**src/rtl/skew_meas_unit.sv**
```systemverilog
// Skew measurement unit: locks a phase counter to the sig_i period, fires a strobe at each
// predicted sig_i launch edge, and runs a successive-approximation search on the delay code.
module skew_meas_unit #(
  parameter int T_CNT_WIDTH = 32,
  parameter int CODE_WIDTH  = 10,
  parameter int STB_LEN     = 8,
  parameter int SYNC_STAGES = 2
) (
  input  logic                   clk_i,
  input  logic                   rst_i,
  input  logic                   sig_i,
  input  logic                   cmp_out_i,
  input  logic                   run_i,
  output logic                   stb_o,
  output logic                   debug_stb_o,
  output logic [T_CNT_WIDTH-1:0] stb_period_o,
  output logic [CODE_WIDTH-1:0]  delay_code_o,
  output logic                   rdy_o,
  output logic                   err_o
);

  localparam int SW = $clog2(STB_LEN + 1);
  localparam int BW = (CODE_WIDTH > 1) ? $clog2(CODE_WIDTH) : 1;

  localparam logic [T_CNT_WIDTH-1:0] ONE     = T_CNT_WIDTH'(1);
  localparam logic [T_CNT_WIDTH-1:0] CNT_MAX = '1;
  localparam logic [T_CNT_WIDTH-1:0] MIN_P   = T_CNT_WIDTH'(STB_LEN + SYNC_STAGES + 4);
  // A launch at phase 0 shows up as a detected rise while the phase counter reads SYNC_STAGES.
  localparam logic [T_CNT_WIDTH-1:0] EXP_PH  = T_CNT_WIDTH'(SYNC_STAGES);
  localparam logic [T_CNT_WIDTH-1:0] LOCK_PH = T_CNT_WIDTH'(SYNC_STAGES + 1);
  localparam logic [SW-1:0]          STB_LAST_CNT = SW'(STB_LEN - 1);

  typedef enum logic [1:0] {
    L_ACQ0,
    L_ACQ1,
    L_VERIFY,
    L_LOCKED
  } lock_state_t;

  typedef enum logic [2:0] {
    C_IDLE,
    C_ARM,
    C_WAIT,
    C_SAMPLE,
    C_DONE,
    C_ERR
  } ctl_state_t;

  // ---------------------------------------------------------------- synchronizers
  logic [SYNC_STAGES-1:0] sig_sync_q;
  logic [SYNC_STAGES-1:0] cmp_sync_q;
  logic                   sig_prev_q;
  logic                   rise;
  logic                   cmp_s;

  always_ff @(posedge clk_i) begin
    if (rst_i) begin
      sig_sync_q <= '0;
      cmp_sync_q <= '0;
      sig_prev_q <= 1'b0;
    end else begin
      sig_sync_q <= {sig_sync_q[SYNC_STAGES-2:0], sig_i};
      cmp_sync_q <= {cmp_sync_q[SYNC_STAGES-2:0], cmp_out_i};
      sig_prev_q <= sig_sync_q[SYNC_STAGES-1];
    end
  end

  assign rise  = sig_sync_q[SYNC_STAGES-1] & ~sig_prev_q;
  assign cmp_s = cmp_sync_q[SYNC_STAGES-1];

  // ---------------------------------------------------------------- lock FSM
  lock_state_t            lock_q, lock_d;
  logic [T_CNT_WIDTH-1:0] cnt_q;
  logic [T_CNT_WIDTH-1:0] per_q;
  logic [T_CNT_WIDTH-1:0] ph_q;
  logic [T_CNT_WIDTH-1:0] per_out_q;
  logic                   dbg_q;
  logic                   err_q;
  logic                   err_set;
  logic                   locked;
  logic                   counting;
  logic                   lock_entry;
  logic                   ph_wrap;

  always_ff @(posedge clk_i) begin
    if (rst_i) lock_q <= L_ACQ0;
    else       lock_q <= lock_d;
  end

  always_comb begin
    lock_d = lock_q;
    case (lock_q)
      L_ACQ0:   if (rise) lock_d = L_ACQ1;
      L_ACQ1:   if (rise) lock_d = L_VERIFY;
      L_VERIFY: if (rise && (cnt_q == per_q)) lock_d = L_LOCKED;
      default:  lock_d = L_LOCKED;
    endcase
  end

  always_comb begin
    locked     = (lock_q == L_LOCKED) && !err_q;
    counting   = (lock_q == L_ACQ1) || (lock_q == L_VERIFY);
    lock_entry = (lock_q == L_VERIFY) && (lock_d == L_LOCKED);
  end

  assign ph_wrap = (ph_q == per_q - ONE);

  always_ff @(posedge clk_i) begin
    if (rst_i) begin
      cnt_q     <= '0;
      per_q     <= '0;
      ph_q      <= '0;
      per_out_q <= '0;
      dbg_q     <= 1'b0;
    end else begin
      dbg_q <= 1'b0;
      if (lock_q == L_LOCKED) begin
        ph_q  <= ph_wrap ? '0 : ph_q + ONE;
        dbg_q <= ph_wrap && !err_q;
      end else if (lock_entry) begin
        // The edge just detected was launched SYNC_STAGES+1 edges ago.
        ph_q      <= LOCK_PH;
        per_out_q <= cnt_q;
      end else if (rise) begin
        per_q <= cnt_q;
        cnt_q <= ONE;
      end else if (counting && (cnt_q != CNT_MAX)) begin
        cnt_q <= cnt_q + ONE;
      end
    end
  end

  // Saturation, too-short period at lock, or any edge off the expected phase (or missing).
  always_comb begin
    err_set = 1'b0;
    if (counting && !rise && (cnt_q == CNT_MAX)) err_set = 1'b1;
    if (lock_entry && (cnt_q < MIN_P))           err_set = 1'b1;
    if ((lock_q == L_LOCKED) && (rise != (ph_q == EXP_PH))) err_set = 1'b1;
  end

  always_ff @(posedge clk_i) begin
    if (rst_i) err_q <= 1'b0;
    else       err_q <= err_q | err_set;
  end

  // ---------------------------------------------------------------- strobe generator
  logic          stb_q;
  logic          stb_req_q;
  logic [SW-1:0] stb_cnt_q;
  logic          stb_start;
  logic          stb_last;
  logic          arm;

  assign stb_start = stb_req_q && locked && ph_wrap;
  assign stb_last  = stb_q && (stb_cnt_q == STB_LAST_CNT);

  always_ff @(posedge clk_i) begin
    if (rst_i || err_q) begin
      stb_q     <= 1'b0;
      stb_req_q <= 1'b0;
      stb_cnt_q <= '0;
    end else begin
      if (arm) stb_req_q <= 1'b1;
      if (stb_start) begin
        stb_q     <= 1'b1;
        stb_cnt_q <= '0;
        stb_req_q <= 1'b0;
      end else if (stb_q) begin
        if (stb_last) stb_q <= 1'b0;
        else          stb_cnt_q <= stb_cnt_q + SW'(1);
      end
    end
  end

  // ---------------------------------------------------------------- SAR controller FSM
  ctl_state_t            ctl_q, ctl_d;
  logic [CODE_WIDTH-1:0] code_q, code_d;
  logic [BW-1:0]         bit_q, bit_d;
  logic [CODE_WIDTH-1:0] bit_mask;
  logic                  sample;
  logic                  start;
  logic                  rdy;

  always_ff @(posedge clk_i) begin
    if (rst_i) ctl_q <= C_IDLE;
    else       ctl_q <= ctl_d;
  end

  always_comb begin
    ctl_d = ctl_q;
    if (err_q) begin
      ctl_d = C_ERR;
    end else begin
      case (ctl_q)
        C_IDLE:   if (run_i && locked) ctl_d = C_ARM;
        C_ARM:    ctl_d = C_WAIT;
        C_WAIT:   if (stb_last) ctl_d = C_SAMPLE;
        C_SAMPLE: ctl_d = (bit_q == '0) ? C_DONE : C_ARM;
        C_DONE:   if (!run_i) ctl_d = C_IDLE;
        default:  ctl_d = C_ERR;
      endcase
    end
  end

  always_comb begin
    arm    = (ctl_q == C_ARM);
    sample = (ctl_q == C_SAMPLE);
    start  = (ctl_q == C_IDLE) && (ctl_d == C_ARM);
    rdy    = (ctl_q == C_DONE);
  end

  // A sample of 1 means the trial delay overshot the skew, so the trial bit is dropped.
  always_comb begin
    bit_mask = CODE_WIDTH'(1) << bit_q;
    code_d   = code_q;
    bit_d    = bit_q;
    if (start) begin
      code_d = CODE_WIDTH'(1) << (CODE_WIDTH - 1);
      bit_d  = BW'(CODE_WIDTH - 1);
    end else if (sample) begin
      if (cmp_s) code_d = code_d & ~bit_mask;
      code_d = code_d | (bit_mask >> 1);
      if (bit_q != '0) bit_d = bit_q - BW'(1);
    end
  end

  always_ff @(posedge clk_i) begin
    if (rst_i) begin
      code_q <= '0;
      bit_q  <= '0;
    end else begin
      code_q <= code_d;
      bit_q  <= bit_d;
    end
  end

  // ---------------------------------------------------------------- outputs
  assign stb_o        = stb_q;
  assign debug_stb_o  = dbg_q;
  assign stb_period_o = per_out_q;
  assign delay_code_o = code_q;
  assign rdy_o        = rdy;
  assign err_o        = err_q;

endmodule

```
**config.mk**
```make
export PLATFORM = sky130hd
export DESIGN_NAME = skew_meas_unit
export DESIGN_NICKNAME = d
export VERILOG_FILES = /design/src/rtl/skew_meas_unit.sv
export SDC_FILE = /design/constraint.sdc
export NUM_CORES = 1
export LEC_CHECK = 0
export ABC_AREA = 1
export CAP_MARGIN = 20
export CORE_MARGIN = 3
export CORE_UTILIZATION = 60
export CTS_CLUSTER_SIZE = 40
export DETAILED_ROUTE_END_ITERATION = 10
export GPL_TIMING_DRIVEN = 0
export PLACE_DENSITY = 0.79
export SLEW_MARGIN = 10
export SYNTH_ARGS = -nofsm -noshare
export SYNTH_HDL_FRONTEND = slang
export SYNTH_SLANG_ARGS = --single-unit
```
**constraint.sdc**
```tcl
create_clock -name clk_i -period 2.3 [get_ports clk_i]
set_input_delay 0.69 -clock clk_i [delete_from_list [all_inputs] [get_ports clk_i]]
set_output_delay 0.69 -clock clk_i [all_outputs]
set_load 0.05 [all_outputs]
```
==> results of run 1 <==
-- flip-flops by register name (all words and copies together), names as in the netlist --
signal,count
per_q,32
stb_period_o,32
debug_stb_o,1
ph_q,32
bit_q,4
sig_sync_q,2
ctl_q,3
lock_q,2
cmp_sync_q,2
stb_req_q,1
sig_prev_q,1
stb_cnt_q,4
cnt_q,32
err_o,1
stb_o,1
delay_code_o,10
-- routing by layer --
metal	wire length (µm)	GRT usage, %	vias up	part of all wire (%)
met4	3130	22.0	0	7.9
met3	4060	7.84	280	10
met5	0	0	-	0
met2	18000	58.8	863	45
li1	-	-	5826	-
met1	14500	44.8	5753	36
-- cell type report --
class	instances	area [µm²]	share of cell area [%]
buffer	88	591	4.28
clock buffer	17	425	3.08
clock inverter	14	154	1.12
inverter	191	728	5.28
multi-input combinational	1303	7260	52.6
sequential	160	3250	23.6
tap	225	282	2.04
timing repair buffer	95	1100	8.01
-- power by group through the flow --
stage | clock, mW | sequential (mW) | combinational (mW)
floorplan | 0 | 3.22 | 1.25
global placement | 0 | 3.06 | 1.92
detailed placement | 0 | 3.06 | 1.94
CTS | 2.88 | 3.01 | 2.13
global route | 3.02 | 3.04 | 2.73
finish | 2.91 | 3.03 | 2.55
-- worst min path at each step --
stage | to | slack (ns) | cells past startpoint
detailed placement | cmp_sync_q[1] | 0.40 | 2
global route | sig_sync_q[1] | 0.42 | 2
CTS | cmp_sync_q[1] | 0.41 | 2
floorplan | cmp_sync_q[1] | 0.39 | 2
finish | sig_sync_q[1] | 0.40 | 2
global placement | sig_sync_q[1] | 0.39 | 2
-- what timing repair did --
item                       4_1_cts  5_1_grt
setup endpoints to repair      136      173
setup buffers                   19       18
resized for setup               96      293
cloned                           2        7
pin swaps                       11       55
hold buffers                     0        0
-- logic make-up after synthesis --
group	after synthesis
adders and majority gates	14
xor gates and xnor gates	90
AOI/OAI and AO/OA	164
and+or+nand+nor	1035
buffers and inverters	284
DFF	160
-- worst reg2reg max path: stages, from the launching register on --
cell and delay (ns):
dfxtp_2 0.37, inv_2 0.11, nand2_1 0.07, nor2_2 0.15, nand2_1 0.16, nand2_1 0.13, nand2_1 0.07, nand2_1 0.12
nand2_1 0.09, nor2_1 0.16, nand3_2 0.15, nor2_4 0.17, nand3_4 0.26, buf_6 0.24, nand3_1 0.07, a21oi_1 0.08
-- through the flow --
step	worst slack [ns]	hold WS [ns]	total power [mW]	std cells
2_1_floorplan	0.236	0.388	4.47	1747
3_3_place_gp	-0.386	0.392	4.98	2022
3_5_place_dp	-0.399	0.395	5.01	2022
4_1_cts	-0.00941	0.406	8.02	2072
5_1_grt	-0.255	0.423	8.78	2093
6_report	-0.250	0.404	8.48	2093
-- Yosys cell counts (all sizes together), types with 2 or more instances --
master | instances | share of area (%)
nand2 | 432 | 15
inv | 190 | 6.6
nand3b | 8 | 0.56
nor3 | 47 | 2.3
a211oi | 2 | 0.14
xor2 | 65 | 5.4
nand3 | 178 | 9.3
nor4 | 21 | 1.2
nor3b | 2 | 0.14
a31oi | 3 | 0.31
o22ai | 2 | 0.12
nand4 | 48 | 2.8
o21ai | 21 | 0.98
xnor2 | 25 | 2.0
o31ai | 10 | 0.70
dfxtp | 160 | 30
ha | 14 | 1.6
or2 | 3 | 0.17
a21oi | 120 | 5.6
o211ai | 2 | 0.14
nor2 | 295 | 11
buf | 48 | 2.4
clkbuf | 45 | 1.6
==> impl_results.md, run 1 <==
- Max incr delay on CP: 0.37 ns
- Post-synth EDFFs: 0
- YS warnings: 0
- Total GRT Usage: 36.5%
- R2r setup slk: -0.25 ns
- Final hold violations: 0
- Cell Int Power: 5.37 mW
- Die Area: 19600 µm²
- Cell Area, Synth: 10800 µm²
- GPL Wtd Cong: 0.993
- Synth cell types: 43
- CP max stage cell: dfxtp_2
- Slew HR: 43.0%
- Post-synthesis sequential area ratio: 29.8%
- Commonest non-fill, non-tap cell in the layout: nand2_1
- Psw: 3.11 mW
- Worst r2r src: per_q[2]
- Critical path required time: 2.61 ns
- Ys flop type: dfxtp_1
- CP cell instances: inv_2 > nand2_1 > nor2_2 > nand2_1 > nand2_1 > nand2_1 > nand2_1 > nand2_1 > nor2_1 > nand3_2 > nor2_4 > nand3_4 > buf_6 > nand3_1 > a21oi_1
- Simple-gate area share of the yosys netlist: 42.3%
- DR iter-0 viols: 1675
- Clock transition at path regs: 0.07 ns
- Setup crit end: ph_q[2]
- N_diodes: 0
- Fillers: 1252
- Vias per inst: 6.08
- Seq cells post-synth: 160
- First-pass GRT wire length: 57900 µm
- Cell mode on critical path: nand2_1
- Crit path kind: register to register
- Setup_tns: -8.02 ns
- CTS tree: yes
- Status: finished with violations
- Largest net degree at the start of global routing: 17
- Number of cells on the critical path: 15
- Ports: 51
- Pre-Repair DR Iteration Count: 8
- Worst r2r dst: ph_q[2]
- P&R area growth vs syn: 28.3%
- H-tree level count: 4
- CP delay by family, top: simple AND/OR/NAND/NOR gates
- Clk_lat worst skew: 0.45 ns
- Tcrit/Tclk final: 111%
- Worst Reg2Reg Path Length in Cells: 15
- Slew Limit Fails: 0
- Number of global-route vias before repair: 11500
- Buf/Inv on CP: 2
- Complex-gate fraction of the synthesized area: 8.28%
- Hold path startpoint: sig_sync_q[0]
- Net Sw Frac: 36.7%
- Total grt overflow: 0
- Core Rows: 48
- Fmax: 392 MHz
- RSZ-0062 raised after global routing: yes
- Die Span X: 140 µm
- CP Launch Point: per_q[2]
- DPL Wire Length: 26600 µm
- Comb power frac: 30.0%
- WP data arrival: 2.86 ns
- Critical-path maximum fanout: 7
- Clk pwr share: 34.3%
- Antenna violations before repair: 0
- Final setup vio count: 62
- Maximum capacitance violations: 0
- Commonest cells after routing, fill and taps aside: 401 x nand2_1, 248 x nor2_1, 164 x inv_1
- Layout Nets: 1875
- Mapped Cells: 1747
- Multiplexer area fraction after synthesis: 0%
- Slew at the pin closest to its max-slew limit: 0.856 ns
- CP Launch Type: register
- Worst Skew: 0.0142 ns
- PwrDens: 615 nW/µm²
- DRC viols: 0
- VDD IR max: 623 µV
- Share of cells above drive strength 1: 20.8%
- Fin util: 79.2%
- Post-Synth Adder-Cell Area: 1.63%
- Final Instance Area: 13800 µm²
- Chip height: 140 µm
- Cts bufs inserted: 17
- Largest family of logic cells by synthesized area: simple AND/OR/NAND/NOR gates
- Syn avg cell area: 6.15 µm²
- Fin crit period: 2.55 ns
- Ys async rst share: 0%
- Worst hold path class: register to register
- Sequential share of power: 35.7%
- Syn nets: 1766
- P_leak: 6.24 nW
- Synth Area in XOR/XNOR: 7.40%
- CTS Buffer Depth: 2
- CTS Sinks: 160
- Crit. End Element: register
- Area post-placement: 11500 µm²
- Starting Density: 61.7%
- Slack of the critical path: -0.250 ns
- CORE AREA: 17400 µm²
- WL/cell: 18.9 µm
- Port bufs: 50
- CTS root buf: clkbuf_16
- Post-route ant nets: 0
- Routed wire length: 39600 µm
- Via count: 12700
- Failing checks: negative setup slack
(Power assumes the default switching activity.)
==> run 2, diff against run 1 <==
CTS_CLUSTER_DIAMETER = 30   (was not set)
==> results of run 2 <==
Same layout as run 1: the final DEF is identical, and so are final timing and power.
